**src/rtl/smac_pkg.sv**
```systemverilog
// Shared types, default sizes and helpers for the S_MAC bit-plane feeder.
// Pure declarations; no timing or flow-control behaviour of its own.
// Optional perf counters in the top are enabled by SMAC_FEED_PERF_EN.
package smac_pkg;

   localparam int SMAC_M  = 16;
   localparam int SMAC_PA = 8;
   localparam int SMAC_PW = 4;

   // Upper bounds for the generic plane selector (lanes, flattened vector bits).
   localparam int PLANE_MAX = 64;
   localparam int VEC_MAX   = 1024;
   localparam int VEC_IW    = 10;

   typedef enum logic {IDLE, RUN} feed_state_t;

   // Index width that never collapses to zero for single-bit operands.
   function automatic int idx_w(input int n);
      return (n > 1) ? $clog2(n) : 1;
   endfunction

   // Bit idx of every width-bit lane packed in vec, gathered into one plane.
   function automatic logic [PLANE_MAX-1:0] plane_sel(input logic [VEC_MAX-1:0] vec,
                                                      input int idx, input int width);
      logic [PLANE_MAX-1:0] plane;
      int pos;
      plane = '0;
      for (int k = 0; k < PLANE_MAX; k++) begin
         pos = k * width + idx;
         if (pos < VEC_MAX) plane[k] = vec[pos[VEC_IW-1:0]];
      end
      return plane;
   endfunction

endpackage

```
**src/rtl/smac_bitplane_feeder_if.sv**
```systemverilog
// Upstream vector handshake into the bit-plane feeder.
// No logic; carries one vector per in_valid && in_ready.
// Backpressure via in_ready driven by the slave side.
interface smac_bitplane_feeder_if
   import smac_pkg::*;
#(
   parameter int M  = SMAC_M,
   parameter int PA = SMAC_PA,
   parameter int PW = SMAC_PW
);
   logic            in_valid;
   logic            in_ready;
   logic [M*PA-1:0] in_act;
   logic [M*PW-1:0] in_wei;
   logic            in_last;

   modport master (output in_valid, in_act, in_wei, in_last, input in_ready);
   modport slave  (input in_valid, in_act, in_wei, in_last, output in_ready);
endinterface

```
**src/rtl/smac_plane_counter.sv**
```systemverilog
// Nested down-counter over (w_idx, a_idx): a_idx inner, w_idx outer, MSB first.
// Load takes effect next cycle; one step per cycle.
// Holds at (0,0) after the final beat until reloaded; no backpressure.
module smac_plane_counter
   import smac_pkg::*;
#(
   parameter int PA = SMAC_PA,
   parameter int PW = SMAC_PW,
   parameter int AW = idx_w(PA),
   parameter int WW = idx_w(PW)
) (
   input  logic          clk,
   input  logic          rst_n,
   input  logic          load,
   input  logic          step,
   output logic [AW-1:0] a_idx,
   output logic [WW-1:0] w_idx,
   output logic          a_top,
   output logic          w_top,
   output logic          a_wrap,
   output logic          last
);
   localparam logic [AW-1:0] A_MAX = AW'(PA - 1);
   localparam logic [WW-1:0] W_MAX = WW'(PW - 1);

   assign a_top  = (a_idx == A_MAX);
   assign w_top  = (w_idx == W_MAX);
   assign a_wrap = (a_idx == '0);
   assign last   = a_wrap && (w_idx == '0);

   // Restart at the sign planes on load, otherwise walk down until (0,0).
   always_ff @(posedge clk or negedge rst_n) begin
      if (!rst_n) begin
         a_idx <= '0;
         w_idx <= '0;
      end else if (load) begin
         a_idx <= A_MAX;
         w_idx <= W_MAX;
      end else if (step && !last) begin
         if (a_wrap) begin
            a_idx <= A_MAX;
            w_idx <= w_idx - 1'b1;
         end else begin
            a_idx <= a_idx - 1'b1;
         end
      end
   end
endmodule

```
**src/rtl/smac_bitplane_feeder.sv**
```systemverilog
// Serialises M-lane act/wei vectors into bit-planes (weight outer, act inner, MSB first).
// First beat 1 cycle after acceptance from IDLE; Pa*Pw beats per vector, queued vectors follow gap-free.
// One-entry skid: in_ready = !skid_full. Optional SMAC_FEED_PERF_EN adds stall_cnt/vec_cnt.
module smac_bitplane_feeder
   import smac_pkg::*;
#(
   parameter int M  = SMAC_M,
   parameter int Pa = SMAC_PA,
   parameter int Pw = SMAC_PW
) (
   input  logic                   clk,
   input  logic                   rst_n,
   smac_bitplane_feeder_if.slave  in_if,
   output logic [M-1:0]           out_act,
   output logic [M-1:0]           out_wei,
   output logic                   w_en_a,
   output logic                   w_en_w,
   output logic                   MSB_a,
   output logic                   MSB_w,
   output logic [idx_w(Pa)-1:0]   a_idx,
   output logic [idx_w(Pw)-1:0]   w_idx,
   output logic                   a_sweep_last,
   output logic                   vec_last,
   output logic                   dot_last,
   output logic                   busy
`ifdef SMAC_FEED_PERF_EN
   ,
   output logic [31:0]            stall_cnt,
   output logic [31:0]            vec_cnt
`endif
);
   feed_state_t       state_q, state_d;
   logic [M*Pa-1:0]   act_q, skid_act_q;
   logic [M*Pw-1:0]   wei_q, skid_wei_q;
   logic              last_q, skid_last_q, skid_full_q;
   logic              run, accept;
   logic              cnt_load, cnt_step, cnt_a_top, cnt_w_top, cnt_a_wrap, cnt_last;
   logic              act_ld_in, act_ld_skid, skid_ld, skid_clr;

   assign run             = (state_q == RUN);
   assign in_if.in_ready  = !skid_full_q;
   assign accept          = in_if.in_valid && !skid_full_q;

   smac_plane_counter #(.PA(Pa), .PW(Pw)) u_cnt (
      .clk    (clk),
      .rst_n  (rst_n),
      .load   (cnt_load),
      .step   (cnt_step),
      .a_idx  (a_idx),
      .w_idx  (w_idx),
      .a_top  (cnt_a_top),
      .w_top  (cnt_w_top),
      .a_wrap (cnt_a_wrap),
      .last   (cnt_last)
   );

   // State register.
   always_ff @(posedge clk or negedge rst_n) begin
      if (!rst_n) state_q <= IDLE;
      else        state_q <= state_d;
   end

   // Next state and buffer steering: bypass to active when free, else park in skid.
   always_comb begin
      state_d     = state_q;
      cnt_load    = 1'b0;
      cnt_step    = 1'b0;
      act_ld_in   = 1'b0;
      act_ld_skid = 1'b0;
      skid_ld     = 1'b0;
      skid_clr    = 1'b0;
      case (state_q)
         IDLE: begin
            if (accept) begin
               act_ld_in = 1'b1;
               cnt_load  = 1'b1;
               state_d   = RUN;
            end
         end
         RUN: begin
            if (cnt_last) begin
               if (skid_full_q) begin
                  act_ld_skid = 1'b1;
                  cnt_load    = 1'b1;
                  if (accept) skid_ld  = 1'b1;
                  else        skid_clr = 1'b1;
               end else if (accept) begin
                  act_ld_in = 1'b1;
                  cnt_load  = 1'b1;
               end else begin
                  state_d = IDLE;
               end
            end else begin
               cnt_step = 1'b1;
               if (accept) skid_ld = 1'b1;
            end
         end
         default: state_d = IDLE;
      endcase
   end

   // Active and skid vector storage; reset discards both without flushing.
   always_ff @(posedge clk or negedge rst_n) begin
      if (!rst_n) begin
         act_q       <= '0;
         wei_q       <= '0;
         last_q      <= 1'b0;
         skid_act_q  <= '0;
         skid_wei_q  <= '0;
         skid_last_q <= 1'b0;
         skid_full_q <= 1'b0;
      end else begin
         if (act_ld_in) begin
            act_q  <= in_if.in_act;
            wei_q  <= in_if.in_wei;
            last_q <= in_if.in_last;
         end else if (act_ld_skid) begin
            act_q  <= skid_act_q;
            wei_q  <= skid_wei_q;
            last_q <= skid_last_q;
         end
         if (skid_ld) begin
            skid_act_q  <= in_if.in_act;
            skid_wei_q  <= in_if.in_wei;
            skid_last_q <= in_if.in_last;
            skid_full_q <= 1'b1;
         end else if (skid_clr) begin
            skid_full_q <= 1'b0;
         end
      end
   end

   // Planes come straight from registers; in IDLE the counter rests at (0,0)
   // and the active vector is untouched, so the last plane is held.
   assign out_act      = M'(plane_sel(VEC_MAX'(act_q), int'(a_idx), Pa));
   assign out_wei      = M'(plane_sel(VEC_MAX'(wei_q), int'(w_idx), Pw));
   assign busy         = run;
   assign w_en_a       = run;
   assign w_en_w       = run && cnt_a_top;
   assign MSB_a        = (Pa == 1) ? 1'b1 : (run && cnt_a_top);
   assign MSB_w        = (Pw == 1) ? 1'b1 : (run && cnt_w_top);
   assign a_sweep_last = run && cnt_a_wrap;
   assign vec_last     = run && cnt_last;
   assign dot_last     = run && cnt_last && last_q;

`ifdef SMAC_FEED_PERF_EN
   logic seen_q;

   // Saturating counters: idle cycles once traffic has started, and finished vectors.
   always_ff @(posedge clk or negedge rst_n) begin
      if (!rst_n) begin
         seen_q    <= 1'b0;
         stall_cnt <= '0;
         vec_cnt   <= '0;
      end else begin
         if (accept) seen_q <= 1'b1;
         if (!run && seen_q && (stall_cnt != '1)) stall_cnt <= stall_cnt + 32'd1;
         if (vec_last && (vec_cnt != '1)) vec_cnt <= vec_cnt + 32'd1;
      end
   end
`endif
endmodule
```
**src/flat_wrapper.sv**
```systemverilog
// flat-port wrapper written by rule: the top's interface ports become plain ports
module smac_bitplane_feeder_flat import smac_pkg::*;
#(
   parameter int M  = SMAC_M,
   parameter int Pa = SMAC_PA,
   parameter int Pw = SMAC_PW
)
  (clk, rst_n, out_act, out_wei, w_en_a, w_en_w, MSB_a, MSB_w, a_idx, w_idx, a_sweep_last, vec_last, dot_last, busy, in_if_in_valid, in_if_in_act, in_if_in_wei, in_if_in_last, in_if_in_ready);
  smac_bitplane_feeder_if #(.M(M)) in_if_i ();
  input  logic clk;
  input  logic rst_n;
  output logic [M-1:0] out_act;
  output logic [M-1:0] out_wei;
  output logic w_en_a;
  output logic w_en_w;
  output logic MSB_a;
  output logic MSB_w;
  output logic [idx_w(Pa)-1:0] a_idx;
  output logic [idx_w(Pw)-1:0] w_idx;
  output logic a_sweep_last;
  output logic vec_last;
  output logic dot_last;
  output logic busy;
  input wire logic [$bits(in_if_i.in_valid)-1:0] in_if_in_valid;
  input wire logic [$bits(in_if_i.in_act)-1:0] in_if_in_act;
  input wire logic [$bits(in_if_i.in_wei)-1:0] in_if_in_wei;
  input wire logic [$bits(in_if_i.in_last)-1:0] in_if_in_last;
  output wire logic [$bits(in_if_i.in_ready)-1:0] in_if_in_ready;
  assign in_if_i.in_valid = in_if_in_valid;
  assign in_if_i.in_act = in_if_in_act;
  assign in_if_i.in_wei = in_if_in_wei;
  assign in_if_i.in_last = in_if_in_last;
  assign in_if_in_ready = in_if_i.in_ready;
  smac_bitplane_feeder #(.M(M), .Pa(Pa), .Pw(Pw)) u_core (.clk(clk), .rst_n(rst_n), .in_if(in_if_i), .out_act(out_act), .out_wei(out_wei), .w_en_a(w_en_a), .w_en_w(w_en_w), .MSB_a(MSB_a), .MSB_w(MSB_w), .a_idx(a_idx), .w_idx(w_idx), .a_sweep_last(a_sweep_last), .vec_last(vec_last), .dot_last(dot_last), .busy(busy));
endmodule
```
**config.mk**
```make
export PLATFORM = sky130hd
export DESIGN_NAME = smac_bitplane_feeder_flat
export DESIGN_NICKNAME = d
export VERILOG_FILES = /design/src/rtl/smac_pkg.sv /design/src/rtl/smac_bitplane_feeder_if.sv /design/src/rtl/smac_plane_counter.sv /design/src/rtl/smac_bitplane_feeder.sv /design/src/flat_wrapper.sv
export SDC_FILE = /design/constraint.sdc
export NUM_CORES = 1
export LEC_CHECK = 0
export CAP_MARGIN = 15
export CORE_MARGIN = 2
export CORE_UTILIZATION = 55
export CTS_CLUSTER_DIAMETER = 60
export DETAILED_ROUTE_END_ITERATION = 16
export HOLD_SLACK_MARGIN = 0.15
export MAX_ROUTING_LAYER = met4
export PLACE_DENSITY = 0.8
export SLEW_MARGIN = 20
export SYNTH_ARGS = -nofsm -noshare
export SYNTH_HDL_FRONTEND = slang
export SYNTH_SLANG_ARGS = --single-unit
export TNS_END_PERCENT = 100
```
**constraint.sdc**
```tcl
create_clock -name clk -period 3.25 [get_ports clk]
set_input_delay 0.65 -clock clk [delete_from_list [all_inputs] [get_ports clk]]
set_output_delay 0.65 -clock clk [all_outputs]
set_load 0.005 [all_outputs]
```
# ---- Word-level counts from Yosys, hierarchy flattened
# Cells that the tools add are included.
dict set report word_totals {
  out_inout_bits 46
  reg_bits 393
}
dict set report op_classes {
  n_addsub 32
  bitwise_logic 1
  n_mux 131
  reduce_logical 17
  order_cmp 64
  n_eq_ne 2
}
# op n
set ops {}
lappend ops {{32-bit by 12-bit less-than comparator with 1-bit output, second input constant} 30}
lappend ops {{10-bit by 11-bit less-than comparator with 1-bit output, second input constant} 30}
lappend ops {{1-bit binary-select mux with 10-bit select} 30}
lappend ops {{128-bit two-way mux} 2}
lappend ops {{64-bit two-way mux} 2}
lappend ops {{1-bit two-way mux} 86}
lappend ops {{7-bit by 3-bit adder with 8-bit output, first input constant} 8}
lappend ops {{6-bit by 2-bit adder with 7-bit output, first input constant} 8}
lappend ops {{6-bit by 3-bit adder with 7-bit output, first input constant} 4}
lappend ops {{5-bit by 2-bit adder with 6-bit output, first input constant} 4}
lappend ops {{2-bit by 11-bit less-than comparator with 1-bit output, second input constant} 2}
lappend ops {{3-bit by 11-bit less-than comparator with 1-bit output, second input constant} 2}
lappend ops {{5-bit by 3-bit adder with 6-bit output, first input constant} 2}
lappend ops {{4-bit by 2-bit adder with 5-bit output, first input constant} 2}
lappend ops {{3-bit two-way mux} 3}
lappend ops {{1-bit logical AND} 8}
lappend ops {{2-bit nonzero test} 4}
lappend ops {{2-bit two-way mux} 3}
lappend ops {{1-bit one-hot mux with 2 select lines} 3}
lappend ops {{4-bit by 3-bit adder with 5-bit output, first input constant} 1}
lappend ops {{3-bit by 2-bit adder with 4-bit output, first input constant} 1}
lappend ops {{1-bit binary-select mux with 3-bit select} 1}
lappend ops {{3-bit equality test, second input constant} 1}
lappend ops {{3-bit zero test} 1}
lappend ops {{8 further kinds} 9}

# ---- Longest topological paths before layout
# Gate-level depths: netlist of run 1.
dict set report logic_depth {
  depth_word 8
  depth_mapped 11
  depth_no_buf 6
}

# ---- Cells and area by module
# A second synthesis of run 1 with hierarchy kept.
dict set report unflattened {
  cells_unflattened 1185
  hier_area_um2 17752.0
}
# module area_per_inst_um2 cells_per_inst n_inst
set by_module_without_submodules {}
lappend by_module_without_submodules {smac_bitplane_feeder 17413.0 1150 1}
lappend by_module_without_submodules {smac_plane_counter 339.1 35 1}

# ---- Least setup slack after synthesis of run 1
# Ideal clock, no wire load.
dict set report synth_timing {
  path_type {flip-flop to flip-flop}
  start {register u_core.u_cnt.w_idx[1]}
  end {register u_core.skid_act_q[126]}
  slack_ps 799
  setup_time_ps 128
  arrival_ps 2323
  n_path_buf 5
  path_stages_with_launch 12
  path_cell_list {dfrtp_1 clkbuf_1 buf_1 inv_1 ha_1 nand3b_1 and2_1 buf_6 nand2_4 buf_6 buf_6 mux2_1}
}
dict set report synth_between {
  elab_chain_len 4
}
# item line_no
set synth_rtl {}
lappend synth_rtl {{start, declared} smac_plane_counter.sv:17} ;# output logic [WW-1:0] w_idx,
lappend synth_rtl {{start signal, assigned} smac_plane_counter.sv:42} ;# w_idx <= w_idx - 1'b1;
lappend synth_rtl {{2-bit zero test} smac_plane_counter.sv:29} ;# assign last = a_wrap && (w_idx == '0);
lappend synth_rtl {{1-bit logical AND} smac_plane_counter.sv:29}
lappend synth_rtl {{1-bit two-way mux} smac_bitplane_feeder.sv:81} ;# if (cnt_last) begin
lappend synth_rtl {{1-bit two-way mux} smac_bitplane_feeder.sv:72} ;# case (state_q)
lappend synth_rtl {{end signal, assigned} smac_bitplane_feeder.sv:123} ;# skid_act_q <= in_if.in_act;
lappend synth_rtl {{end, declared} smac_bitplane_feeder.sv:33} ;# logic [M*Pa-1:0] act_q, skid_act_q;
# No other way between the ends.
# A chain may end at the register's enable or synchronous reset.

# ---- Worst setup path after layout of run 1
dict set report layout_timing {
  start {register u_core.u_cnt.a_idx[0]}
  end {output port vec_last}
}
dict set report layout_between {
  elab_chain_len 3
}
# item line_no
set layout_rtl {}
lappend layout_rtl {{start, declared} smac_plane_counter.sv:16} ;# output logic [AW-1:0] a_idx,
lappend layout_rtl {{start signal, assigned} smac_plane_counter.sv:44} ;# a_idx <= a_idx - 1'b1;
lappend layout_rtl {{3-bit zero test} smac_plane_counter.sv:28} ;# assign a_wrap = (a_idx == '0);
lappend layout_rtl {{1-bit logical AND} smac_plane_counter.sv:29}
lappend layout_rtl {{1-bit logical AND} smac_bitplane_feeder.sv:143} ;# assign vec_last = run && cnt_last;
lappend layout_rtl {{end, declared} flat_wrapper.sv:21} ;# output logic vec_last;
# No other way between the ends.

==> run_summary.xml, run 1 <==
<?xml version="1.0" encoding="UTF-8"?>
<metrics>
  <group name="status">
    <metric name="status" unit="">completed</metric>
  </group>
  <group name="worst_setup_path">
    <metric name="cp_num_buf_inv" unit="">3</metric>
    <metric name="worst_path_max_delay_cell" unit="">sky130_fd_sc_hd__clkdlybuf4s50_1</metric>
    <metric name="crit_path_end_kind" unit="">primary output</metric>
    <metric name="worstSetupStartpointType" unit="">flop</metric>
    <metric name="crit_path_dat" unit="ns">2.50</metric>
    <metric name="worst_ep_required_time" unit="ns">2.60</metric>
    <metric name="critical_path_peak_fanout" unit="">11</metric>
    <metric name="timing.setup.critical_path_class" unit="">reg2out</metric>
    <metric name="crit_family" unit="">buffers and inverters</metric>
    <metric name="critPathMaxStageDelay" unit="ns">0.52</metric>
    <metric name="timing.critical_path.cells" unit="">buf_4 -&gt; inv_1 -&gt; ha_1 -&gt; and3b_1 -&gt; and2_1 -&gt; clkdlybuf4s50_1</metric>
  </group>
  <group name="final_layout">
    <metric name="post_route_cells_drive_above_1_share" unit="%">25.2</metric>
    <metric name="num-nets-final" unit="">1599</metric>
    <metric name="areaGrowthSynthToFinish" unit="%">23.3</metric>
    <metric name="final.fill_count" unit="">2193</metric>
    <metric name="instances_no_fill" unit="">1877</metric>
  </group>
  <group name="timing">
    <metric name="maxSlewHeadroom" unit="%">27.5</metric>
    <metric name="hold_ws" unit="ns">0.482</metric>
    <metric name="setup-tns-final" unit="ns">0</metric>
    <metric name="timing.final.max_slew_violations" unit="">0</metric>
    <metric name="finClkSkew" unit="ns">0.0167</metric>
    <metric name="finalCriticalPeriod" unit="ns">3.15</metric>
    <metric name="timing.final.ws_setup" unit="ns">0.0985</metric>
    <metric name="finalHoldViolations" unit="">0</metric>
    <metric name="maxClockFrequency" unit="MHz">317</metric>
    <metric name="setup-violations-final" unit="">0</metric>
    <metric name="rsz0062_at_grt" unit="">false</metric>
    <metric name="worst_pin_slew" unit="ns">1.09</metric>
    <metric name="final.period_utilization" unit="%">97.0</metric>
  </group>
  <group name="global_routing">
    <metric name="first_global_vias" unit="">12500</metric>
    <metric name="number_of_antenna_violations_at_the_first_check_in_global_routing" unit="">4</metric>
    <metric name="grt_remaining_overflow" unit="">0</metric>
    <metric name="first_pass_grt_wire_length" unit="um">70000</metric>
    <metric name="grt_util_all_layers" unit="%">26.5</metric>
    <metric name="largest_net_degree_at_the_start_of_global_routing" unit="">169</metric>
  </group>
  <group name="drt">
    <metric name="drt_pass1_iterations" unit="">5</metric>
    <metric name="post_drt_via_cell_ratio" unit="">6.27</metric>
    <metric name="dr.max_layer_used" unit="">met4</metric>
    <metric name="vias" unit="">11800</metric>
    <metric name="detail_route.wirelength" unit="um">43300</metric>
    <metric name="drc" unit="">0</metric>
    <metric name="wl_met3" unit="um">3120</metric>
    <metric name="met1Wirelength" unit="um">19000</metric>
    <metric name="wl_per_cell" unit="um">23.1</metric>
    <metric name="drtIter0Drc" unit="">1027</metric>
    <metric name="antenna_violating_nets_post_route" unit="">0</metric>
    <metric name="met2RoutedLength" unit="um">20400</metric>
  </group>
  <group name="yosys">
    <metric name="synth_nets" unit="">1407</metric>
    <metric name="synth-compound-area-share" unit="%">17.8</metric>
    <metric name="dominant_combinational_cell_family_by_area_after_synthesis" unit="">multiplexers</metric>
    <metric name="synth_adder_area_share" unit="%">0.347</metric>
    <metric name="postSynth.topFlopCell" unit="">sky130_fd_sc_hd__dfrtp_1</metric>
    <metric name="post_synth_instance_area" unit="um2">18000</metric>
    <metric name="netlist_instances" unit="">1206</metric>
    <metric name="yosys.cell_count.top_type" unit="">sky130_fd_sc_hd__dfrtp_1</metric>
    <metric name="portion_of_synthesized_cell_area_occupied_by_the_leading_cell_type" unit="%">54.6</metric>
    <metric name="netlist_top_cells_area" unit="">sky130_fd_sc_hd__dfrtp_1, sky130_fd_sc_hd__mux2_4, sky130_fd_sc_hd__o2bb2ai_1, sky130_fd_sc_hd__a22oi_1, sky130_fd_sc_hd__mux4_2</metric>
    <metric name="unique_cell_type_count_in_the_yosys_netlist" unit="">33</metric>
    <metric name="seq_area_frac_synth" unit="%">54.6</metric>
    <metric name="synth.top_cells.by_count" unit="">sky130_fd_sc_hd__dfrtp_1, sky130_fd_sc_hd__a22oi_1, sky130_fd_sc_hd__o2bb2ai_1</metric>
    <metric name="yosys.area_share.simple" unit="%">0.680</metric>
    <metric name="yosys.area_share.xor_xnor" unit="%">0</metric>
    <metric name="postSynth.asyncResetShare" unit="%">100</metric>
    <metric name="synth.yosys.warnings" unit="">0</metric>
    <metric name="synth-edff-count" unit="">0</metric>
    <metric name="register_bit_total_from_synthesis" unit="">393</metric>
    <metric name="mean_syn_cell_area" unit="um2">14.9</metric>
    <metric name="synth_mux_area_share" unit="%">22.3</metric>
    <metric name="yosys.area.top_type" unit="">sky130_fd_sc_hd__dfrtp_1</metric>
  </group>
  <group name="clocking">
    <metric name="cts_tree" unit="">done</metric>
    <metric name="cts_num_sinks" unit="">393</metric>
    <metric name="h-tree-depth" unit="">2</metric>
    <metric name="cts_repair_resize_count" unit="">0</metric>
    <metric name="clk_pin_slew_worst_paths" unit="ns">0.06</metric>
    <metric name="clk-insertion-delay-late" unit="ns">0.54</metric>
    <metric name="tritoncts.num_buffers" unit="">42</metric>
    <metric name="cts_buffer_depth" unit="">3</metric>
    <metric name="clockRootBuffer" unit="">sky130_fd_sc_hd__clkbuf_16</metric>
  </group>
  <group name="pwr">
    <metric name="p_leak" unit="nW">9.95</metric>
    <metric name="total_power" unit="W">0.0221</metric>
    <metric name="ir_drop_worst_case_vdd" unit="V">0.000845</metric>
    <metric name="power_per_cell_area" unit="nW/um2">996</metric>
  </group>
  <group name="placed_design">
    <metric name="post-dp-hpwl" unit="um">25800</metric>
    <metric name="post-place-ws" unit="ns">0.545</metric>
    <metric name="routabilityCongestion" unit="">0.812</metric>
    <metric name="place.port_buffers" unit="">241</metric>
    <metric name="post-place-cells" unit="">1795</metric>
  </group>
  <group name="die">
    <metric name="design.core.area" unit="um2">32400</metric>
    <metric name="die_height" unit="um">185</metric>
    <metric name="die_width" unit="um">185</metric>
    <metric name="full_die_area" unit="um2">34200</metric>
    <metric name="core.rowCount" unit="">66</metric>
    <metric name="ioPinCount" unit="">242</metric>
    <metric name="effective_utilization_at_floorplan" unit="%">55.7</metric>
  </group>
  <group name="run">
    <metric name="max_cap_viol_count" unit="">0</metric>
  </group>
  <group name="min_path">
    <metric name="hp-class" unit="">reg2reg</metric>
  </group>
</metrics>
state kept, by name, summed over array words and instances (netlist names):
name,count
u_core.act_q,128
u_core.skid_act_q,128
u_core.skid_wei_q,64
u_core.wei_q,64
u_core.u_cnt.a_idx,3
u_core.u_cnt.w_idx,2
u_core.busy,1
u_core.last_q,1
u_core.skid_full_q,1
u_core.skid_last_q,1
worst register-to-register path, cell delays in order (launching register included):
cell and delay, ns:
sky130_fd_sc_hd__dfrtp_2 0.38, sky130_fd_sc_hd__buf_4 0.25, sky130_fd_sc_hd__inv_1 0.10, sky130_fd_sc_hd__ha_1 0.27, sky130_fd_sc_hd__nand3b_1 0.13, sky130_fd_sc_hd__and2_4 0.34, sky130_fd_sc_hd__buf_4 0.85, sky130_fd_sc_hd__o2bb2ai_1 0.30
metal layers:
metal  GRT usage, %  vias to the layer above
li1               -                     5120
met1           37.2                     6179
met2           39.8                      405
met3           5.88                       62
met4           6.48                        0
met5              -                        -
path summary, 6_finish.rpt:
check                                      start                    end  slack [ns]  cells past startpoint
setup / recovery           u_core.u_cnt.a_idx[0]               vec_last         0.1                      6
hold / removal                  u_core.act_q[46]       u_core.act_q[46]        0.48                      1
setup reg to reg           u_core.u_cnt.a_idx[0]       u_core.act_q[93]        0.45                      7
hold reg to reg                 u_core.act_q[46]       u_core.act_q[46]        0.48                      1
max in group asynchronous                  rst_n  u_core.skid_act_q[78]        1.66                      4
min in group asynchronous                  rst_n  u_core.skid_act_q[45]        0.69                      2
repair_timing:
item                                   CTS  global route
hold buffers                             1             0
buffers inserted                         0             0
endpoints found under the hold margin   60             0
placed cells by master, fill, tap and decap left out, types with 2 or more instances in the layout:
| cell type | synthesis | final |
|---|---|---|
| sky130_fd_sc_hd__clkbuf_16 | 0 | 45 |
| sky130_fd_sc_hd__dfrtp_1 | 393 | 391 |
| sky130_fd_sc_hd__mux2_4 | 153 | 153 |
| sky130_fd_sc_hd__a21oi_1 | 2 | 2 |
| sky130_fd_sc_hd__nand2b_1 | 2 | 2 |
| sky130_fd_sc_hd__buf_4 | 4 | 12 |
| sky130_fd_sc_hd__clkbuf_1 | 43 | 6 |
| sky130_fd_sc_hd__clkdlybuf4s50_1 | 0 | 240 |
| sky130_fd_sc_hd__and2_1 | 4 | 2 |
| sky130_fd_sc_hd__inv_1 | 7 | 7 |
| sky130_fd_sc_hd__mux4_2 | 48 | 48 |
| sky130_fd_sc_hd__a22oi_1 | 193 | 193 |
| sky130_fd_sc_hd__dfrtp_2 | 0 | 2 |
| sky130_fd_sc_hd__diode_2 | 0 | 5 |
| sky130_fd_sc_hd__buf_12 | 0 | 19 |
| sky130_fd_sc_hd__and3_1 | 2 | 2 |
| sky130_fd_sc_hd__nand2_1 | 4 | 4 |
| sky130_fd_sc_hd__bufinv_16 | 0 | 5 |
| sky130_fd_sc_hd__o2bb2ai_1 | 193 | 193 |
| sky130_fd_sc_hd__clkinv_2 | 0 | 13 |
| sky130_fd_sc_hd__o21ai_0 | 4 | 4 |
| sky130_fd_sc_hd__o211ai_1 | 2 | 2 |
| sky130_fd_sc_hd__and2_4 | 0 | 2 |
| sky130_fd_sc_hd__ha_1 | 5 | 5 |
| sky130_fd_sc_hd__mux2_1 | 6 | 6 |
| sky130_fd_sc_hd__nor2_1 | 2 | 2 |
| sky130_fd_sc_hd__clkbuf_8 | 0 | 7 |
| sky130_fd_sc_hd__mux2_2 | 51 | 51 |
power by group:
| group | total, W | switching (W) | internal, W |
|---|---|---|---|
| logic | 0.00840 | 0.00358 | 0.00482 |
| clock network | 0.00502 | 0.00194 | 0.00307 |
| registers | 0.00871 | 0.00145 | 0.00726 |
| total | 0.0221 | 0.00697 | 0.0152 |
through the flow:
stage | util, % | area (um2)
2_1_floorplan | - | 18000
3_3_place_gp | 64.1 | 20700
3_5_place_dp | 64.1 | 20700
4_1_cts | 68.6 | 22200
5_1_grt | 68.7 | 22200
6_report | 68.7 | 22200
final cells by class:
class | instances | area [um2] | area share [%]
clock inverters | 18 | 215 | 0.968
flip-flops and latches | 393 | 9840 | 44.3
repair buffers | 273 | 2900 | 13.0
well taps | 442 | 553 | 2.49
diodes | 5 | 12.5 | 0.0563
inverters | 7 | 26.3 | 0.118
multi-input cells | 681 | 7440 | 33.5
clock buffers | 58 | 1240 | 5.60
logic make-up (layout without fill, tap and decap cells):
family,after synthesis,count (layout)
compound gates,398,398
fa+ha+maj,5,5
buf+inv,132,356
flops,393,393
mux,258,258
other cells,0,5
simple gates,20,20
Note: power is estimated with default switching activity, not from simulation.
==> inputs of run 2 (changes only) <==
--- a/config.mk
+++ b/config.mk
@@ -5,7 +5,7 @@
 export SDC_FILE = /design/constraint.sdc
 export NUM_CORES = 1
 export LEC_CHECK = 0
-export CAP_MARGIN = 15
+export CAP_MARGIN = 25
 export CORE_MARGIN = 2
 export CORE_UTILIZATION = 55
 export CTS_CLUSTER_DIAMETER = 60
@@ -13,6 +13,7 @@
 export HOLD_SLACK_MARGIN = 0.15
 export MAX_ROUTING_LAYER = met4
 export PLACE_DENSITY = 0.8
+export SKIP_CTS_REPAIR_TIMING = 1
 export SLEW_MARGIN = 20
 export SYNTH_ARGS = -nofsm -noshare
 export SYNTH_HDL_FRONTEND = slang
==> run_summary.xml, run 2 (synthesis gave the netlist of run 1 again) <==
<?xml version="1.0" encoding="UTF-8"?>
<metrics>
  <group name="status">
    <metric name="status" unit="">completed</metric>
  </group>
  <group name="run">
    <metric name="max_cap_viol_count" unit="">0</metric>
  </group>
  <group name="die">
    <metric name="die_height" unit="um">185</metric>
    <metric name="full_die_area" unit="um2">34200</metric>
    <metric name="die_width" unit="um">185</metric>
    <metric name="design.core.area" unit="um2">32400</metric>
    <metric name="core.rowCount" unit="">66</metric>
    <metric name="effective_utilization_at_floorplan" unit="%">55.7</metric>
    <metric name="ioPinCount" unit="">242</metric>
  </group>
  <group name="timing">
    <metric name="finalCriticalPeriod" unit="ns">3.15</metric>
    <metric name="worst_pin_slew" unit="ns">1.01</metric>
    <metric name="finClkSkew" unit="ns">0.0131</metric>
    <metric name="rsz0062_at_grt" unit="">false</metric>
    <metric name="setup-violations-final" unit="">0</metric>
    <metric name="setup-tns-final" unit="ns">0</metric>
    <metric name="timing.final.ws_setup" unit="ns">0.0996</metric>
    <metric name="finalHoldViolations" unit="">0</metric>
    <metric name="maxSlewHeadroom" unit="%">32.4</metric>
    <metric name="maxClockFrequency" unit="MHz">317</metric>
    <metric name="timing.final.max_slew_violations" unit="">0</metric>
    <metric name="final.period_utilization" unit="%">96.9</metric>
  </group>
  <group name="final_layout">
    <metric name="multi_input_gate_area" unit="um2">7440</metric>
    <metric name="fin_util" unit="%">68.7</metric>
    <metric name="areaGrowthSynthToFinish" unit="%">23.5</metric>
    <metric name="ff_latch_area" unit="um2">9840</metric>
    <metric name="instances_no_fill" unit="">1877</metric>
    <metric name="mostFrequentLayoutCells" unit="">sky130_fd_sc_hd__dfrtp_1, sky130_fd_sc_hd__clkdlybuf4s50_1, sky130_fd_sc_hd__a22oi_1, sky130_fd_sc_hd__o2bb2ai_1, sky130_fd_sc_hd__mux2_4</metric>
    <metric name="final_common_cell" unit="">sky130_fd_sc_hd__dfrtp_1</metric>
    <metric name="final.fill_count" unit="">2191</metric>
    <metric name="fin_area" unit="um2">22300</metric>
    <metric name="post_route_cells_drive_above_1_share" unit="%">25.2</metric>
    <metric name="largestRegisters" unit="">u_core.act_q (128), u_core.skid_act_q (128)</metric>
    <metric name="num-nets-final" unit="">1600</metric>
  </group>
  <group name="clocking">
    <metric name="cts_buffer_depth" unit="">3</metric>
    <metric name="cts_tree" unit="">done</metric>
    <metric name="tritoncts.num_buffers" unit="">42</metric>
    <metric name="clk-insertion-delay-late" unit="ns">0.54</metric>
    <metric name="h-tree-depth" unit="">2</metric>
    <metric name="clockRootBuffer" unit="">sky130_fd_sc_hd__clkbuf_16</metric>
    <metric name="clk_pin_slew_worst_paths" unit="ns">0.06</metric>
    <metric name="cts_num_sinks" unit="">393</metric>
  </group>
  <group name="drt">
    <metric name="detail_route.wirelength" unit="um">43300</metric>
    <metric name="drc" unit="">0</metric>
    <metric name="post_drt_via_cell_ratio" unit="">6.29</metric>
    <metric name="vias" unit="">11800</metric>
    <metric name="drt_pass1_iterations" unit="">5</metric>
    <metric name="wl_per_cell" unit="um">23.1</metric>
    <metric name="drtIter0Drc" unit="">1042</metric>
    <metric name="antenna_violating_nets_post_route" unit="">0</metric>
  </group>
  <group name="placed_design">
    <metric name="post-dp-hpwl" unit="um">25800</metric>
    <metric name="post-place-cells" unit="">1795</metric>
    <metric name="post-place-ws" unit="ns">0.545</metric>
    <metric name="place.port_buffers" unit="">241</metric>
    <metric name="routabilityCongestion" unit="">0.812</metric>
    <metric name="place_area" unit="um2">20700</metric>
  </group>
  <group name="worst_setup_path">
    <metric name="critical_path_peak_fanout" unit="">11</metric>
    <metric name="crit_path_end_kind" unit="">primary output</metric>
    <metric name="worst_ep_required_time" unit="ns">2.60</metric>
    <metric name="timing.setup.critical_path_class" unit="">reg2out</metric>
    <metric name="crit_path_dat" unit="ns">2.50</metric>
    <metric name="worstSetupStartpointType" unit="">flop</metric>
  </group>
  <group name="global_routing">
    <metric name="number_of_antenna_violations_at_the_first_check_in_global_routing" unit="">4</metric>
    <metric name="grt_remaining_overflow" unit="">0</metric>
    <metric name="first_pass_grt_wire_length" unit="um">69900</metric>
    <metric name="largest_net_degree_at_the_start_of_global_routing" unit="">169</metric>
    <metric name="grt_util_all_layers" unit="%">26.5</metric>
    <metric name="first_global_vias" unit="">12500</metric>
  </group>
  <group name="pwr">
    <metric name="ir_drop_worst_case_vdd" unit="V">0.000721</metric>
    <metric name="power_per_cell_area" unit="nW/um2">997</metric>
    <metric name="p_leak" unit="nW">9.96</metric>
  </group>
  <group name="min_path">
    <metric name="hp-class" unit="">reg2reg</metric>
  </group>
</metrics>
-- run 2: changes by cell type in the layout (fill, tap and decap cells not counted) --
cell	delta
sky130_fd_sc_hd__buf_16	+1
sky130_fd_sc_hd__diode_2	-1
-- run 2: power breakdown --
group / total, W / internal, W / switching, W
clock network: 0.00502 / 0.00307 / 0.00195
logic: 0.00845 / 0.00486 / 0.00359
registers: 0.00871 / 0.00726 / 0.00145
total: 0.0222 / 0.0152 / 0.00698
-- run 2: worst paths after layout --
kind	from	endpoint	slack, ns	cells after the start
worst max-delay path	u_core.u_cnt.a_idx[0]	vec_last	0.1	6
worst min register to register	u_core.wei_q[47]	u_core.wei_q[47]	0.48	1
worst min-delay path	u_core.wei_q[47]	u_core.wei_q[47]	0.48	1
worst max register to register	u_core.u_cnt.a_idx[0]	u_core.skid_act_q[107]	0.65	8
max in group asynchronous	rst_n	u_core.skid_act_q[78]	1.66	4
min in group asynchronous	rst_n	u_core.skid_act_q[45]	0.70	2
-- run 2: routing by layer --
metal  vias to the layer above  track usage (%)  wire, um
met5                         -                -         0
met4                         0             6.48       751
met3                        63             5.88      3140
met2                       429             39.7     20400
met1                      6179             37.2     19000
li1                       5133                -         -
-- run 2: worst max-delay path, cell delays in order, from the launching register on --
cell and delay, ns:
sky130_fd_sc_hd__dfrtp_2 0.42, sky130_fd_sc_hd__buf_4 0.21, sky130_fd_sc_hd__inv_1 0.10, sky130_fd_sc_hd__ha_1 0.24, sky130_fd_sc_hd__and3b_1 0.28, sky130_fd_sc_hd__and2_1 0.19, sky130_fd_sc_hd__clkdlybuf4s50_1 0.52
-- run 2: area by class of cell --
class | instances | share of cell area (%)
Tap cell | 442 | 2.49
Sequential cell | 393 | 44.2
Timing Repair Buffer | 274 | 13.1
Clock buffer | 58 | 5.59
Antenna cell | 4 | 0.0450
Clock inverter | 18 | 0.967
Multi-Input combinational cell | 681 | 33.4
Inverter | 7 | 0.118
-- run 2: through the flow --
step           power, W  hold slack [ns]
3_5_place_dp     0.0171            0.468
4_1_cts          0.0223            0.133
3_3_place_gp     0.0167            0.465
5_1_grt          0.0234            0.495
2_1_floorplan    0.0143            0.354
6_report         0.0222            0.483
==> inputs of run 3 (changes only) <==
--- a/config.mk
+++ b/config.mk
@@ -6,13 +6,15 @@
 export NUM_CORES = 1
 export LEC_CHECK = 0
 export CAP_MARGIN = 25
+export CELL_PAD_IN_SITES_DETAIL_PLACEMENT = 1
+export CELL_PAD_IN_SITES_GLOBAL_PLACEMENT = 1
 export CORE_MARGIN = 2
-export CORE_UTILIZATION = 55
+export CORE_UTILIZATION = 46
 export CTS_CLUSTER_DIAMETER = 60
 export DETAILED_ROUTE_END_ITERATION = 16
 export HOLD_SLACK_MARGIN = 0.15
 export MAX_ROUTING_LAYER = met4
-export PLACE_DENSITY = 0.8
+export PLACE_DENSITY_LB_ADDON = 0.1
 export SKIP_CTS_REPAIR_TIMING = 1
 export SLEW_MARGIN = 20
 export SYNTH_ARGS = -nofsm -noshare
==> constraint.sdc (replaced) <==
create_clock -name clk -period 3 [get_ports clk]
set_input_delay 0.6 -clock clk [delete_from_list [all_inputs] [get_ports clk]]
set_output_delay 0.6 -clock clk [all_outputs]
set_load 0.005 [all_outputs]
==> run_summary.xml, run 3 (synthesis gave the netlist of run 1 again) <==
<?xml version="1.0" encoding="UTF-8"?>
<metrics>
  <group name="final_layout">
    <metric name="final.fill_count" unit="">3577</metric>
    <metric name="largestRegisters" unit="">u_core.act_q (128), u_core.skid_act_q (128)</metric>
    <metric name="num-nets-final" unit="">1612</metric>
    <metric name="fin_util" unit="%">58.2</metric>
    <metric name="multi_input_gate_area" unit="um2">7450</metric>
    <metric name="ff_latch_area" unit="um2">9840</metric>
    <metric name="final_common_cell" unit="">sky130_fd_sc_hd__dfrtp_1</metric>
    <metric name="mostFrequentLayoutCells" unit="">sky130_fd_sc_hd__dfrtp_1, sky130_fd_sc_hd__clkdlybuf4s50_1, sky130_fd_sc_hd__a22oi_1, sky130_fd_sc_hd__o2bb2ai_1, sky130_fd_sc_hd__mux2_4</metric>
    <metric name="areaGrowthSynthToFinish" unit="%">24.8</metric>
    <metric name="post_route_cells_drive_above_1_share" unit="%">25.8</metric>
  </group>
  <group name="drt">
    <metric name="antenna_violating_nets_post_route" unit="">0</metric>
    <metric name="drtIter0Drc" unit="">770</metric>
    <metric name="drc" unit="">0</metric>
    <metric name="detail_route.wirelength" unit="um">48600</metric>
    <metric name="drt_pass1_iterations" unit="">5</metric>
    <metric name="post_drt_via_cell_ratio" unit="">6.00</metric>
    <metric name="wl_per_cell" unit="um">24.7</metric>
    <metric name="vias" unit="">11800</metric>
  </group>
  <group name="timing">
    <metric name="worst_pin_slew" unit="ns">0.741</metric>
    <metric name="finalHoldViolations" unit="">0</metric>
    <metric name="setup-violations-final" unit="">0</metric>
    <metric name="hold_ws" unit="ns">0.489</metric>
    <metric name="maxSlewHeadroom" unit="%">50.6</metric>
    <metric name="finalCriticalPeriod" unit="ns">2.89</metric>
    <metric name="finClkSkew" unit="ns">0.0107</metric>
    <metric name="final.period_utilization" unit="%">96.5</metric>
    <metric name="maxClockFrequency" unit="MHz">345</metric>
    <metric name="timing.final.max_slew_violations" unit="">0</metric>
  </group>
  <group name="worst_setup_path">
    <metric name="regToRegStartpoint" unit="">u_core.u_cnt.a_idx[0]</metric>
    <metric name="r2r-end" unit="">u_core.skid_act_q[43]</metric>
    <metric name="timing.setup.critical_path_class" unit="">reg2out</metric>
    <metric name="rrSetupSlack" unit="ns">0.66</metric>
    <metric name="crit_path_end_kind" unit="">primary output</metric>
    <metric name="crit_path_dat" unit="ns">2.29</metric>
    <metric name="worst_ep_required_time" unit="ns">2.40</metric>
    <metric name="worstSetupStartpointType" unit="">flop</metric>
    <metric name="rr_worst_depth" unit="">7</metric>
    <metric name="critical_path_peak_fanout" unit="">5</metric>
  </group>
  <group name="pwr">
    <metric name="internal_power" unit="W">0.0164</metric>
    <metric name="power.share.combinational" unit="%">38.7</metric>
    <metric name="power_switching" unit="W">0.00779</metric>
    <metric name="power.sequential.fraction" unit="%">38.8</metric>
    <metric name="p_leak" unit="nW">10.3</metric>
    <metric name="ir_drop_worst_case_vdd" unit="V">0.000644</metric>
    <metric name="netSwitchingFraction" unit="%">32.2</metric>
    <metric name="clock_share_of_power" unit="%">22.4</metric>
    <metric name="power_per_cell_area" unit="nW/um2">1080</metric>
  </group>
  <group name="die">
    <metric name="ioPinCount" unit="">242</metric>
    <metric name="design.core.area" unit="um2">38600</metric>
    <metric name="core.rowCount" unit="">72</metric>
    <metric name="die_width" unit="um">202</metric>
    <metric name="die_height" unit="um">202</metric>
    <metric name="full_die_area" unit="um2">40800</metric>
    <metric name="effective_utilization_at_floorplan" unit="%">46.6</metric>
  </group>
  <group name="clocking">
    <metric name="cts_num_sinks" unit="">393</metric>
    <metric name="clockRootBuffer" unit="">sky130_fd_sc_hd__clkbuf_16</metric>
    <metric name="clk_pin_slew_worst_paths" unit="ns">0.06</metric>
    <metric name="cts_buffer_depth" unit="">3</metric>
    <metric name="h-tree-depth" unit="">2</metric>
    <metric name="clk-insertion-delay-late" unit="ns">0.55</metric>
    <metric name="tritoncts.num_buffers" unit="">44</metric>
    <metric name="cts_tree" unit="">done</metric>
  </group>
  <group name="global_routing">
    <metric name="first_pass_grt_wire_length" unit="um">78100</metric>
    <metric name="number_of_antenna_violations_at_the_first_check_in_global_routing" unit="">5</metric>
    <metric name="grt_util_all_layers" unit="%">25.1</metric>
    <metric name="grt_remaining_overflow" unit="">0</metric>
    <metric name="first_global_vias" unit="">13200</metric>
    <metric name="largest_net_degree_at_the_start_of_global_routing" unit="">126</metric>
  </group>
  <group name="min_path">
    <metric name="min_delay_worst_endpoint" unit="">u_core.wei_q[58]</metric>
    <metric name="min_from" unit="">u_core.wei_q[58]</metric>
    <metric name="hp-class" unit="">reg2reg</metric>
    <metric name="min_delay_path_depth" unit="">1</metric>
  </group>
  <group name="placed_design">
    <metric name="routabilityCongestion" unit="">0.779</metric>
    <metric name="post-dp-hpwl" unit="um">29100</metric>
    <metric name="place.port_buffers" unit="">241</metric>
  </group>
  <group name="run">
    <metric name="max_cap_viol_count" unit="">0</metric>
  </group>
  <group name="status">
    <metric name="status" unit="">completed</metric>
  </group>
</metrics>
run 3: cell types whose count changed in the layout (fill, tap and decap cells not counted), moves of 3 or more:
cell	previous run	this run
sky130_fd_sc_hd__buf_12	19	22
sky130_fd_sc_hd__clkbuf_1	6	10
sky130_fd_sc_hd__dlymetal6s2s_1	0	16
sky130_fd_sc_hd__clkdlybuf4s50_1	240	224
sky130_fd_sc_hd__buf_4	12	20
sky130_fd_sc_hd__clkinv_2	13	8
sky130_fd_sc_hd__bufinv_16	5	2
sky130_fd_sc_hd__clkbuf_8	7	14
run 3: metrics by stage:
stage	setup WS (ns)	power (W)	std cells	setup TNS (ns)	cell area, um2
5_1_grt	-0.00368	0.0257	1968	-0.00368	22500
3_3_place_gp	0.479	0.0185	1880	0	20900
2_1_floorplan	0.549	0.0155	1206	0	18000
4_1_cts	-0.148	0.0245	1960	-1.94	22400
3_5_place_dp	0.453	0.0188	1880	0	20900
6_report	0.106	0.0242	1968	0	22500
run 3: metal layers:
metal | vias up | wire [um] | global-route usage [%]
met3 | 65 | 2410 | 4.82
met5 | - | 0 | -
met2 | 277 | 23400 | 38.7
li1 | 5147 | - | -
met4 | 0 | 889 | 6.38
met1 | 6328 | 21900 | 34.3
run 3: layout make-up:
class / instances / share of cell area [%]
multi-input combinational: 681 / 33.1
inverter: 7 / 0.117
tap: 518 / 2.88
clock buffer: 69 / 6.03
clock inverter: 11 / 0.478
sequential: 393 / 43.7
timing repair buffer: 284 / 13.6
antenna: 5 / 0.0556
run 3: worst max-delay path by stage:
stage / from / to / slack [ns]
5_1_grt: u_core.u_cnt.a_idx[0] / vec_last / -0.004
2_1_floorplan: u_core.u_cnt.w_idx[1] / u_core.skid_act_q[126] / 0.55
6_report: u_core.u_cnt.a_idx[0] / vec_last / 0.11
4_1_cts: u_core.u_cnt.a_idx[0] / out_act[12] / -0.15
3_5_place_dp: u_core.u_cnt.a_idx[0] / out_act[4] / 0.45
3_3_place_gp: u_core.u_cnt.a_idx[0] / out_act[15] / 0.48
run 3: power by group through the flow:
stage	clock network, W	logic (W)	registers (W)
floorplan	0	0.00664	0.00886
global placement	0	0.00923	0.00927
detailed placement	0	0.00947	0.00935
CTS	0.00558	0.00955	0.00937
global route	0.00578	0.0102	0.00970
finish	0.00543	0.00938	0.00940
run 3: critical path: stages (launching register included):
cell and delay [ns]:
sky130_fd_sc_hd__dfrtp_2 0.46, sky130_fd_sc_hd__inv_1 0.11, sky130_fd_sc_hd__ha_2 0.22, sky130_fd_sc_hd__and3b_2 0.25, sky130_fd_sc_hd__and2_1 0.19, sky130_fd_sc_hd__clkdlybuf4s50_1 0.52
==> RTL change: new RTL, settings of run 2 <==
Set the package constant `PLANE_MAX` to 96 (it was 64).
--- a/src/rtl/smac_pkg.sv
+++ b/src/rtl/smac_pkg.sv
@@ -9,5 +9,5 @@
 
    // Upper bounds for the generic plane selector (lanes, flattened vector bits).
-   localparam int PLANE_MAX = 64;
+   localparam int PLANE_MAX = 96;
    localparam int VEC_MAX   = 1024;
    localparam int VEC_IW    = 10;
Function: not settled (the Yosys comparison gave no result); the edit may change what the design does.
==> RTL change against run 2 <==
- die area hardly changed
- sequential power is 2% lower
- final cell count is 12% higher
- maximum frequency is 1.6% higher
- sequential cell count stayed put
- power is 3.6% higher
- final area is 0.70% lower
- routed wire length is 0.74% higher
- synthesized cell count is 19% higher
- highest routed layer unchanged
- largest power group is now combinational cells
- synthesized area hardly changed
- largest cell class unchanged
- setup slack better by 0.050 ns
- critical endpoint is now out_act[14]
==> RTL change: results <==
group,metric,value,unit
status,status,"finished, final reports clean",
worst_setup_path,worst_path_max_delay_cell,"mux4_2",
global_route,grtUsageTotal,0.266,
global_route,first_global_vias,13100,
power_and_ir_drop,peakVddDrop,0.847,mV
clock_tree,cts_buffer_depth,3,
logic_synthesis,ys.flop_type,"dfrtp_1",
logic_synthesis,synth_commonest_cells,"dfrtp_1, nand2_1, o21ai_0, a22oi_1, mux2_4",
logic_synthesis,synth_compound_area_frac,0.138,
logic_synthesis,ys_seq_area_frac,0.546,
place,dp_cells,2026,
worst_setup_path,r2r_slack,0.70,ns
logic_synthesis,synth_edf_count,0,
global_route,antenna_found_initial,6,
clock_tree,htreeDepth,2,
cells_and_area,nets,1829,
worst_setup_path,cp_top_family,"buffers and inverters",
clock_tree,path_clk_slew,0.06,ns
sta,period_minus_slack,3.10,ns
logic_synthesis,synthXorXnorAreaFrac,0,
global_route,grt_max_degree,195,
power_and_ir_drop,p_int,15.2,mW
cells_and_area,layout-drive-gt1-share,0.210,
cells_and_area,fillers,2272,
logic_synthesis,synth.distinct_cells,33,
sta,finClkSkew,0.0166,ns
logic_synthesis,ys_warn_count,0,
global_route,grt_pass1_wl,70100,um
place,hpwl,26500,um
clock_tree,cts_made_buffers,42,
logic_synthesis,syn-num-nets,1634,
logic_synthesis,synthMuxAreaShare,0.215,
logic_synthesis,synth_adder_area_share,0.00347,
clock_tree,cts_root_buffer,"clkbuf_16",
detailed_routing,via_per_inst,5.96,
detailed_routing,wl_per_cell,20.7,um
place,dpl_worst_slack,0.630,ns
cells_and_area,instances_no_fill,2103,
power_and_ir_drop,cellLeakagePower,10.3,nW
place,globalplace.congestion,0.797,
logic_synthesis,post_synth_inst_count,1433,
detailed_routing,drt-initial-drc-count,1128,
worst_setup_path,crit_arrival,2.45,ns
worst_hold_path,hp-class,"primary input to async pin",
logic_synthesis,synth_area_leaders,"dfrtp_1, mux2_4, a22oi_1, mux4_2, o21ai_0",
worst_setup_path,worstPathMaxFanout,19,
sta,slew_headroom,0.363,
-- RTL change: power groups by stage --
stage | combinational (mW) | clock, mW | sequential, mW
3_5_place_dp | 9.70 | 0 | 8.54
2_1_floorplan | 7.09 | 0 | 8.12
6_report | 9.70 | 4.71 | 8.57
5_1_grt | 10.6 | 4.99 | 8.81
3_3_place_gp | 9.41 | 0 | 8.41
4_1_cts | 9.77 | 4.78 | 8.53
-- RTL change: worst register-to-register path, cell delays in order (launching register included) --
cell and delay (ns):
dfrtp_2 0.49, inv_1 0.12, ha_1 0.25, nand3b_1 0.17
and2_4 0.23, nand2_8 0.33, buf_4 0.48, mux2_4 0.37
-- RTL change: per-stage QoR --
step / hold WS, ns / utilization / area, um2 / power, mW
6_report: 0.156 / 0.683 / 22100 / 23.0
5_1_grt: 0.196 / 0.683 / 22100 / 24.4
4_1_cts: 0.167 / 0.682 / 22100 / 23.1
3_5_place_dp: 0.465 / 0.641 / 20700 / 18.2
3_3_place_gp: 0.455 / 0.641 / 20700 / 17.8
2_1_floorplan: 0.354 / - / 18000 / 15.2
-- RTL change: worst paths after layout --
check,to,cells after the start,start
max,out_act[14],5,u_core.u_cnt.a_idx[0]$_DFFE_PN0P_
min,u_core.wei_q[48]$_DFFE_PN0P_,1,rst_n
max reg2reg,u_core.skid_act_q[16]$_DFFE_PN0P_,7,u_core.u_cnt.a_idx[0]$_DFFE_PN0P_
min reg2reg,u_core.act_q[26]$_DFFE_PN0P_,2,u_core.act_q[26]$_DFFE_PN0P_
max in group asynchronous,u_core.act_q[49]$_DFFE_PN0P_,2,rst_n
min in group clk,u_core.act_q[26]$_DFFE_PN0P_,2,u_core.act_q[26]$_DFFE_PN0P_
-- RTL change: area by class of cell --
type	count	area (um2)	share of cell area
Sequential cell	393	9840	0.445
Multi-Input combinational cell	905	7470	0.338
Timing Repair Buffer	277	2850	0.129
Clock buffer	59	1200	0.0541
Tap cell	442	553	0.0250
Clock inverter	12	144	0.00651
Inverter	9	33.8	0.00153
Antenna cell	6	15.0	0.000679
-- RTL change: cells by family after synthesis --
group                    count (synthesis)
AO/OA/AOI/OAI                          399
flip-flops                             393
AND/OR/NAND/NOR                        258
multiplexers                           243
buffers and inverters                  135
adder cells (fa/ha/maj)                  5
-- RTL change: layer usage --
layer  GRT usage  vias up  wire length [um]  part of all wire
li1            -     5579                 -                 -
met1       0.367     6399             19100              0.44
met2       0.412      477             20500              0.47
met3      0.0494       82              3120             0.071
met4      0.0667        0               939             0.022
met5           -        -                 0                 0
